### src/rtl/spell_mem_pkg.sv
// rtl/spell_mem_pkg.sv - shared types and constants for the spell memory arbiter
package spell_mem_pkg;

  typedef enum logic [1:0] {
    ST_IDLE   = 2'd0,
    ST_ACCESS = 2'd1,
    ST_RESP   = 2'd2
  } state_t;

  localparam logic OWNER_CORE = 1'b0;
  localparam logic OWNER_HOST = 1'b1;

endpackage

### src/rtl/spell_rr_arb2.sv
// rtl/spell_rr_arb2.sv - two-way round-robin pick between core and host requests
module spell_rr_arb2
  import spell_mem_pkg::*;
(
  input  logic c_req,
  input  logic h_req,
  input  logic last_owner,
  output logic grant_valid,
  output logic grant_id
);

  always_comb begin
    grant_valid = c_req | h_req;
    grant_id    = OWNER_CORE;
    if (c_req && h_req) begin
      // On a tie the side that did not win last time goes next.
      grant_id = (last_owner == OWNER_CORE) ? OWNER_HOST : OWNER_CORE;
    end else if (h_req) begin
      grant_id = OWNER_HOST;
    end
  end

endmodule

### src/rtl/spell_mem_arbiter.sv
// rtl/spell_mem_arbiter.sv - shares the single-port spell memory between core and host
module spell_mem_arbiter
  import spell_mem_pkg::*;
(
  input  logic       clk,
  input  logic       rst_n,
  input  logic       c_req,
  input  logic [7:0] c_addr,
  input  logic       c_type_data,
  input  logic       c_write,
  input  logic [7:0] c_wdata,
  output logic       c_ack,
  output logic [7:0] c_rdata,
  input  logic       h_req,
  input  logic [7:0] h_addr,
  input  logic       h_type_data,
  input  logic       h_write,
  input  logic [7:0] h_wdata,
  output logic       h_ack,
  output logic [7:0] h_rdata,
  output logic       m_select,
  output logic [7:0] m_addr,
  output logic       m_type_data,
  output logic       m_write,
  output logic [7:0] m_data_in,
  input  logic [7:0] m_data_out,
  input  logic       m_data_ready,
  output logic       busy,
  output logic       owner
);

  state_t state;
  logic   grant_valid;
  logic   grant_id;

  spell_rr_arb2 u_arb (
    .c_req       (c_req),
    .h_req       (h_req),
    .last_owner  (owner),
    .grant_valid (grant_valid),
    .grant_id    (grant_id)
  );

  // The m_* registers double as the latched transaction fields, so requester
  // changes after grant never reach the memory.
  always_ff @(posedge clk) begin
    if (!rst_n) begin
      state       <= ST_IDLE;
      m_select    <= 1'b0;
      m_addr      <= 8'h00;
      m_type_data <= 1'b0;
      m_write     <= 1'b0;
      m_data_in   <= 8'h00;
      c_ack       <= 1'b0;
      h_ack       <= 1'b0;
      c_rdata     <= 8'h00;
      h_rdata     <= 8'h00;
      busy        <= 1'b0;
      owner       <= OWNER_HOST;
    end else begin
      c_ack <= 1'b0;
      h_ack <= 1'b0;
      case (state)
        ST_IDLE: begin
          if (grant_valid) begin
            owner    <= grant_id;
            m_select <= 1'b1;
            busy     <= 1'b1;
            state    <= ST_ACCESS;
            if (grant_id == OWNER_HOST) begin
              m_addr      <= h_addr;
              m_type_data <= h_type_data;
              m_write     <= h_write;
              m_data_in   <= h_wdata;
            end else begin
              m_addr      <= c_addr;
              m_type_data <= c_type_data;
              m_write     <= c_write;
              m_data_in   <= c_wdata;
            end
          end
        end
        ST_ACCESS: begin
          // m_select was low in IDLE, so ready here always belongs to this access.
          if (m_data_ready) begin
            m_select <= 1'b0;
            state    <= ST_RESP;
            if (owner == OWNER_HOST) begin
              h_ack <= 1'b1;
              if (!m_write) h_rdata <= m_data_out;
            end else begin
              c_ack <= 1'b1;
              if (!m_write) c_rdata <= m_data_out;
            end
          end
        end
        ST_RESP: begin
          busy  <= 1'b0;
          state <= ST_IDLE;
        end
        default: begin
          m_select <= 1'b0;
          busy     <= 1'b0;
          state    <= ST_IDLE;
        end
      endcase
    end
  end

endmodule

### config.mk
export PLATFORM = sky130hd
export DESIGN_NAME = spell_mem_arbiter
export DESIGN_NICKNAME = d
export VERILOG_FILES = /design/src/rtl/spell_mem_pkg.sv /design/src/rtl/spell_rr_arb2.sv /design/src/rtl/spell_mem_arbiter.sv
export SDC_FILE = /design/constraint.sdc
export NUM_CORES = 1
export LEC_CHECK = 0
export ABC_AREA = 1
export CORE_MARGIN = 1.5
export CORE_UTILIZATION = 41
export DETAILED_ROUTE_END_ITERATION = 6
export PLACE_DENSITY_LB_ADDON = 0.25
export SYNTH_ARGS = -nofsm -noshare
export SYNTH_HDL_FRONTEND = slang
export SYNTH_SLANG_ARGS = --single-unit
### constraint.sdc
create_clock -name clk -period 1.5 [get_ports clk]
set_clock_uncertainty 0.1 [all_clocks]
set_input_delay 0.15 -clock clk [delete_from_list [all_inputs] [get_ports clk]]
set_output_delay 0.15 -clock clk [all_outputs]
set_load 0.02 [all_outputs]
==> flow_summary.json, run 1 <==
{
  "syn_to_final_growth_pct": 55.8,
  "post_cts.repair.setup_buffers": 0,
  "die_y_microns": 72.1,
  "tightest_slew_ns": 0.336,
  "cts_tree": "done",
  "grt.total_usage": 0.178,
  "placement.io_buffers": 87,
  "via_count": 1951,
  "peakVddDrop_v": 0.000433,
  "rows": 24,
  "ff2ff_setup_slack_ns": 0.18,
  "p_per_area_nw_per_um2": 881,
  "globalplace.congestion": 0.782,
  "wl_per_cell_microns": 9.78,
  "wl_met1_mm": 1.89,
  "drc": 0,
  "cp_max_fo": 2,
  "routed.top_layer": "met4",
  "stdcell_count": 459,
  "start_util": 0.438,
  "synth.largest_area_cell": "dfxtp_1",
  "route.met2.wl_mm": 2.17,
  "synth_top_area_frac": 0.419,
  "critPathTopFamily": "buffers and inverters",
  "drtIter0Drc": 72,
  "coreArea_sq_um": 4470,
  "drtPass1Iterations": 4,
  "io_pins": 88,
  "grt_overflow": 0,
  "synth_nets": 368,
  "grt_pass1_wl_mm": 7.36,
  "cp_num_buf_inv": 1,
  "max_cap_viol_count": 0,
  "fin_crit_ns": 1.47,
  "crit_start": "c_rdata[5]$_SDFFE_PN0P_",
  "dp_hpwl_mm": 3.34,
  "yosysUniqueCellTypes": 19,
  "die-area_sq_um": 5200,
  "yosysWarnings": 0,
  "yosysMostFrequentCell": "nand2_1",
  "synth_edf_count": 0,
  "fin_tns_setup_ns": 0,
  "diodes": 0,
  "nets": 457,
  "grt_setup_unrepaired": "no",
  "yosysSeqAreaShare": 0.419,
  "slowest_delay_ns": 0.60,
  "wl_met3_microns": 383,
  "fmax_mhz": 679,
  "drive_gt1_frac": 0.0491,
  "ys.flop_type": "dfxtp_1",
  "finalPower_uw": 2690,
  "ys_seq_elements": 41,
  "leakage_uw": 0.00184,
  "finalSetupViolCount": 0,
  "cts_buffers": 5,
  "ant_nets": 0,
  "final_util": 0.682,
  "cts_buffer_depth": 2,
  "rr_startpoint": "state[0]$_SDFFE_PN0P_",
  "crit_type": "reg -> out",
  "cts.htree.levels": 2,
  "slew_viol_final": 0,
  "grt_max_degree": 37,
  "clkTransAtPathRegs_ns": 0.07,
  "routed_wl_mm": 4.49,
  "dp_cells": 453,
  "crit_slowest_cell": "clkdlybuf4s50_1",
  "grt_pass1_vias": 1769,
  "fin_crit_sh": 0.982,
  "outcome": "complete, no violations",
  "end_kind": "primary output",
  "holdWs_ns": 0.370,
  "clkSinkCount": 41,
  "async_flop_share": 0,
  "worst_setup_path_start_kind": "flop",
  "path_cells": "clkdlybuf4s50_1",
  "synth_area_sq_um": 1960,
  "max-slew-margin-rel": 0.776,
  "crit_arrival_ns": 1.22,
  "reg2reg_depth": 7,
  "crit_path_end": "c_rdata[5]",
  "die_w_microns": 72.1,
  "nFillCells": 411,
  "final_hold_viol_count": 0,
  "clk_latency_ns": 0.28,
  "synth_area_leaders": "dfxtp_1 (42%), nand2_1 (21%), nor2_1 (17%)",
  "synth_area_per_cell_sq_um": 6.14,
  "antenna_found_initial": 0,
  "synthTopCellsByCount": "nand2_1 (110), nor2_1 (91), inv_1 (48)",
  "synthCells": 319,
  "min-delay-path-class": "reg -> reg",
  "cp.required_ns": 1.25,
  "worst_r2r_endpoint": "m_write$_SDFFE_PN0P_",
  "viasPerCell": 4.25,
  "cts_root_buf": "clkbuf_8",
  "path_depth": 1
}
==> stage by stage <==
step	setup slack, ns	cell area (sq um)
2_1_floorplan	0.187	1960
3_3_place_gp	-0.0172	2930
3_5_place_dp	-0.0442	2930
4_1_cts	0.00136	3000
5_1_grt	0.00237	3050
6_report	0.0263	3050
==> registers in the layout, indices dropped and copies added, names as in the netlist <==
register,cells
c_rdata,8
h_rdata,8
m_addr,8
m_data_in,8
state,2
busy,1
c_ack,1
h_ack,1
m_select,1
m_type_data,1
m_write,1
owner,1
==> how the worst min path moves through the flow <==
stage,from,to,slack (ns),cells after the start
floorplan,h_req,owner$_SDFFE_PN1P_,0.19,2
global placement,busy$_SDFFE_PN0P_,busy$_SDFFE_PN0P_,0.35,2
detailed placement,busy$_SDFFE_PN0P_,busy$_SDFFE_PN0P_,0.36,2
CTS,busy$_SDFFE_PN0P_,busy$_SDFFE_PN0P_,0.38,2
global route,c_rdata[6]$_SDFFE_PN0P_,c_rdata[6]$_SDFFE_PN0P_,0.40,2
finish,busy$_SDFFE_PN0P_,busy$_SDFFE_PN0P_,0.37,2
==> where the power goes <==
part	internal, uW	switching (uW)
registers	1180	49.3
clock network	306	338
logic	396	420
==> final cells by class <==
cell class,count,area [sq um],share of cell area
Clock inverter,1,5.00,0.00164
Sequential cell,41,821,0.269
Clock buffer,5,68.8,0.0225
Tap cell,52,65.1,0.0213
Multi-Input combinational cell,216,866,0.284
Timing Repair Buffer,95,1040,0.342
Inverter,49,184,0.0602
==> placed cells by master (no fill, tap or decap), drive strengths merged <==
master         instances
clkdlybuf4s50         58
dlymetal6s2s          23
a21oi                  3
clkbuf                 5
dfxtp                 41
buf                    8
nand2                111
inv                   49
nand3                  5
clkinv                 1
o21ai                  2
nor2                  93
dlygate4sd2            6
nor3                   2
==> metal layers <==
metal	vias up	global-route usage
li1	1086	-
met3	6	0.0667
met2	64	0.322
met5	-	0
met1	795	0.189
met4	0	0.0629
==> kinds of logic (layout without fill, tap and decap cells) <==
| group | count (synthesis) | after routing | share of synthesized area |
|---|---|---|---|
| simple gates | 211 | 211 | 0.429 |
| buf+inv | 62 | 150 | 0.139 |
| flops | 41 | 41 | 0.419 |
| compound gates | 5 | 5 | 0.0128 |
==> what timing repair did <==
action | CTS | global route
gates resized for setup | 6 | 23
endpoints found under the setup margin | 6 | 23
hold buffers | 0 | 0
cloned | 0 | 0
(Power assumes the default switching activity.)
==> inputs of run 2 (changes only) <==
--- a/config.mk
+++ b/config.mk
@@ -8,6 +8,7 @@
 export ABC_AREA = 1
 export CORE_MARGIN = 1.5
 export CORE_UTILIZATION = 41
+export CTS_CLUSTER_DIAMETER = 100
 export DETAILED_ROUTE_END_ITERATION = 6
 export PLACE_DENSITY_LB_ADDON = 0.25
 export SYNTH_ARGS = -nofsm -noshare
==> results of run 2 <==
Final layout, timing and power as in run 1 (identical DEF).
==> inputs of run 3 (changes only) <==
--- a/config.mk
+++ b/config.mk
@@ -6,11 +6,14 @@
 export NUM_CORES = 1
 export LEC_CHECK = 0
 export ABC_AREA = 1
+export CAP_MARGIN = 0
 export CORE_MARGIN = 1.5
-export CORE_UTILIZATION = 41
+export CORE_UTILIZATION = 40
 export CTS_CLUSTER_DIAMETER = 100
 export DETAILED_ROUTE_END_ITERATION = 6
 export PLACE_DENSITY_LB_ADDON = 0.25
 export SYNTH_ARGS = -nofsm -noshare
 export SYNTH_HDL_FRONTEND = slang
+export SYNTH_HIERARCHICAL = 1
 export SYNTH_SLANG_ARGS = --single-unit
+export TNS_END_PERCENT = 100
==> flow_summary.json, run 3 <==
{
  "cp_max_fo": 5,
  "fmax_mhz": 752,
  "slowest_delay_ns": 0.43,
  "final_common_cell": "nand2_1",
  "drtPass1Iterations": 4,
  "final_cell_mix": "nand2_1 (91), clkdlybuf4s50_1 (48), dfxtp_1 (41), nor2_1 (34), inv_1 (31)",
  "leakage_uw": 0.00174,
  "path_cells": "dlygate4sd2_1",
  "ys_seq_elements": 41,
  "synthCells": 264,
  "grt.total_usage": 0.184,
  "globalplace.congestion": 0.814,
  "grt_overflow": 0,
  "synth.largest_area_cell": "dfxtp_1",
  "fin_crit_ns": 1.33,
  "syn_to_final_growth_pct": 63.1,
  "cts.htree.levels": 2,
  "ant_nets": 0,
  "viasPerCell": 4.60,
  "clkSinkCount": 41,
  "die_y_microns": 69.7,
  "crit_arrival_ns": 1.08,
  "synth_top_area_frac": 0.461,
  "slew_viol_final": 0,
  "critPathTopFamily": "flip-flops",
  "ctsHoldBuffers": 0,
  "nets": 405,
  "synth_area_sq_um": 1780,
  "die-area_sq_um": 4860,
  "synth_area_leaders": "dfxtp_1 (46%), nand2_1 (19%), nor2_1 (7.2%)",
  "final_util": 0.672,
  "coreArea_sq_um": 4320,
  "yosysMostFrequentCell": "nand2_1",
  "via_count": 1881,
  "cts_buffers": 5,
  "cts_root_buf": "clkbuf_8",
  "grt_setup_unrepaired": "no",
  "placement.io_buffers": 87,
  "synthTopCellsByCount": "nand2_1 (91), dfxtp_1 (41), nor2_1 (34)",
  "dp_hpwl_mm": 3.23,
  "start_util": 0.412,
  "max-slew-margin-rel": 0.835,
  "finalSetupViolCount": 0,
  "die_w_microns": 69.7,
  "finalPower_uw": 2570,
  "min-delay-path-class": "reg -> reg",
  "grt_pass1_vias": 1750,
  "yosysWarnings": 6,
  "fin_crit_sh": 0.886,
  "cp.required_ns": 1.25,
  "end_kind": "primary output",
  "p_per_area_nw_per_um2": 885,
  "drive_gt1_frac": 0.0728,
  "grt_pass1_wl_mm": 7.25,
  "crit_slowest_cell": "dfxtp_1",
  "antenna_found_initial": 0,
  "clk_latency_ns": 0.29,
  "io_pins": 88,
  "synth_nets": 313,
  "crit_type": "reg -> out",
  "final_hold_viol_count": 0,
  "synth_edf_count": 0,
  "post_cts.repair.setup_buffers": 0,
  "peakVddDrop_v": 0.000467,
  "grt_max_degree": 38,
  "wl_per_cell_microns": 10.4,
  "synth_area_per_cell_sq_um": 6.75,
  "cts_buffer_depth": 2,
  "cts_tree": "done",
  "diodes": 0,
  "yosysSeqAreaShare": 0.461,
  "max_cap_viol_count": 0,
  "drtIter0Drc": 131,
  "tightest_slew_ns": 0.248,
  "async_flop_share": 0,
  "routed_wl_mm": 4.26,
  "worst_setup_path_start_kind": "flop",
  "rows": 24,
  "cp_num_buf_inv": 1,
  "yosysUniqueCellTypes": 20,
  "clkTransAtPathRegs_ns": 0.08,
  "ys.flop_type": "dfxtp_1",
  "drc": 0,
  "fin_tns_setup_ns": 0,
  "post_cts_resized": 11,
  "outcome": "complete, no violations"
}
[run 3: per-stage QoR]
step                std cells  worst slack, ns  hold slack, ns  cell area (sq um)
global route              409           0.0966           0.384               2910
CTS                       409         0.000457           0.365               2840
detailed placement        401          -0.0572           0.353               2770
finish                    409            0.171           0.361               2910
floorplan                 264            0.119           0.244               1780
global placement          401          -0.0595           0.349               2770
[run 3: cell families after synthesis]
| group | Yosys count | share of synthesized area |
|---|---|---|
| DFF | 41 | 0.461 |
| and+or+nand+nor | 134 | 0.304 |
| buffers and inverters | 47 | 0.116 |
| AOI/OAI and AO/OA | 42 | 0.119 |
[run 3: layout make-up]
class	instances	area (sq um)
Clock buffer	6	72.6
Clock inverter	2	10.0
Fill cell	381	1420
Inverter	33	124
Multi-Input combinational cell	176	758
Sequential cell	41	821
Tap cell	52	65.1
Timing Repair Buffer	99	1050
[run 3: worst min-delay path, cell delays in order, from the launching register on]
cell	delay, ns
dfxtp_1	0.31
nand2_1	0.06
a21oi_1	0.05
[run 3: final timing paths]
check / start / to / slack (ns) / depth (start not counted)
worst max-delay path: owner$_SDFFE_PN1P_ / owner / 0.17 / 1
worst min-delay path: m_addr[0]$_SDFFE_PN0P_ / m_addr[0]$_SDFFE_PN0P_ / 0.36 / 2
worst max register to register: owner$_SDFFE_PN1P_ / m_addr[1]$_SDFFE_PN0P_ / 0.23 / 6
worst min register to register: m_addr[0]$_SDFFE_PN0P_ / m_addr[0]$_SDFFE_PN0P_ / 0.36 / 2
[run 3: per-layer routing]
metal,track usage,up-vias,share of wire
met5,0,-,0
met4,0.0641,0,0.018
met3,0.0669,9,0.080
met2,0.318,57,0.48
met1,0.210,834,0.42
li1,-,981,-
[run 3: power by group]
group	total, uW	internal (uW)	switching (uW)
clock network	677	322	355
registers	1210	1170	43.6
logic	682	340	342
total	2570	1830	740
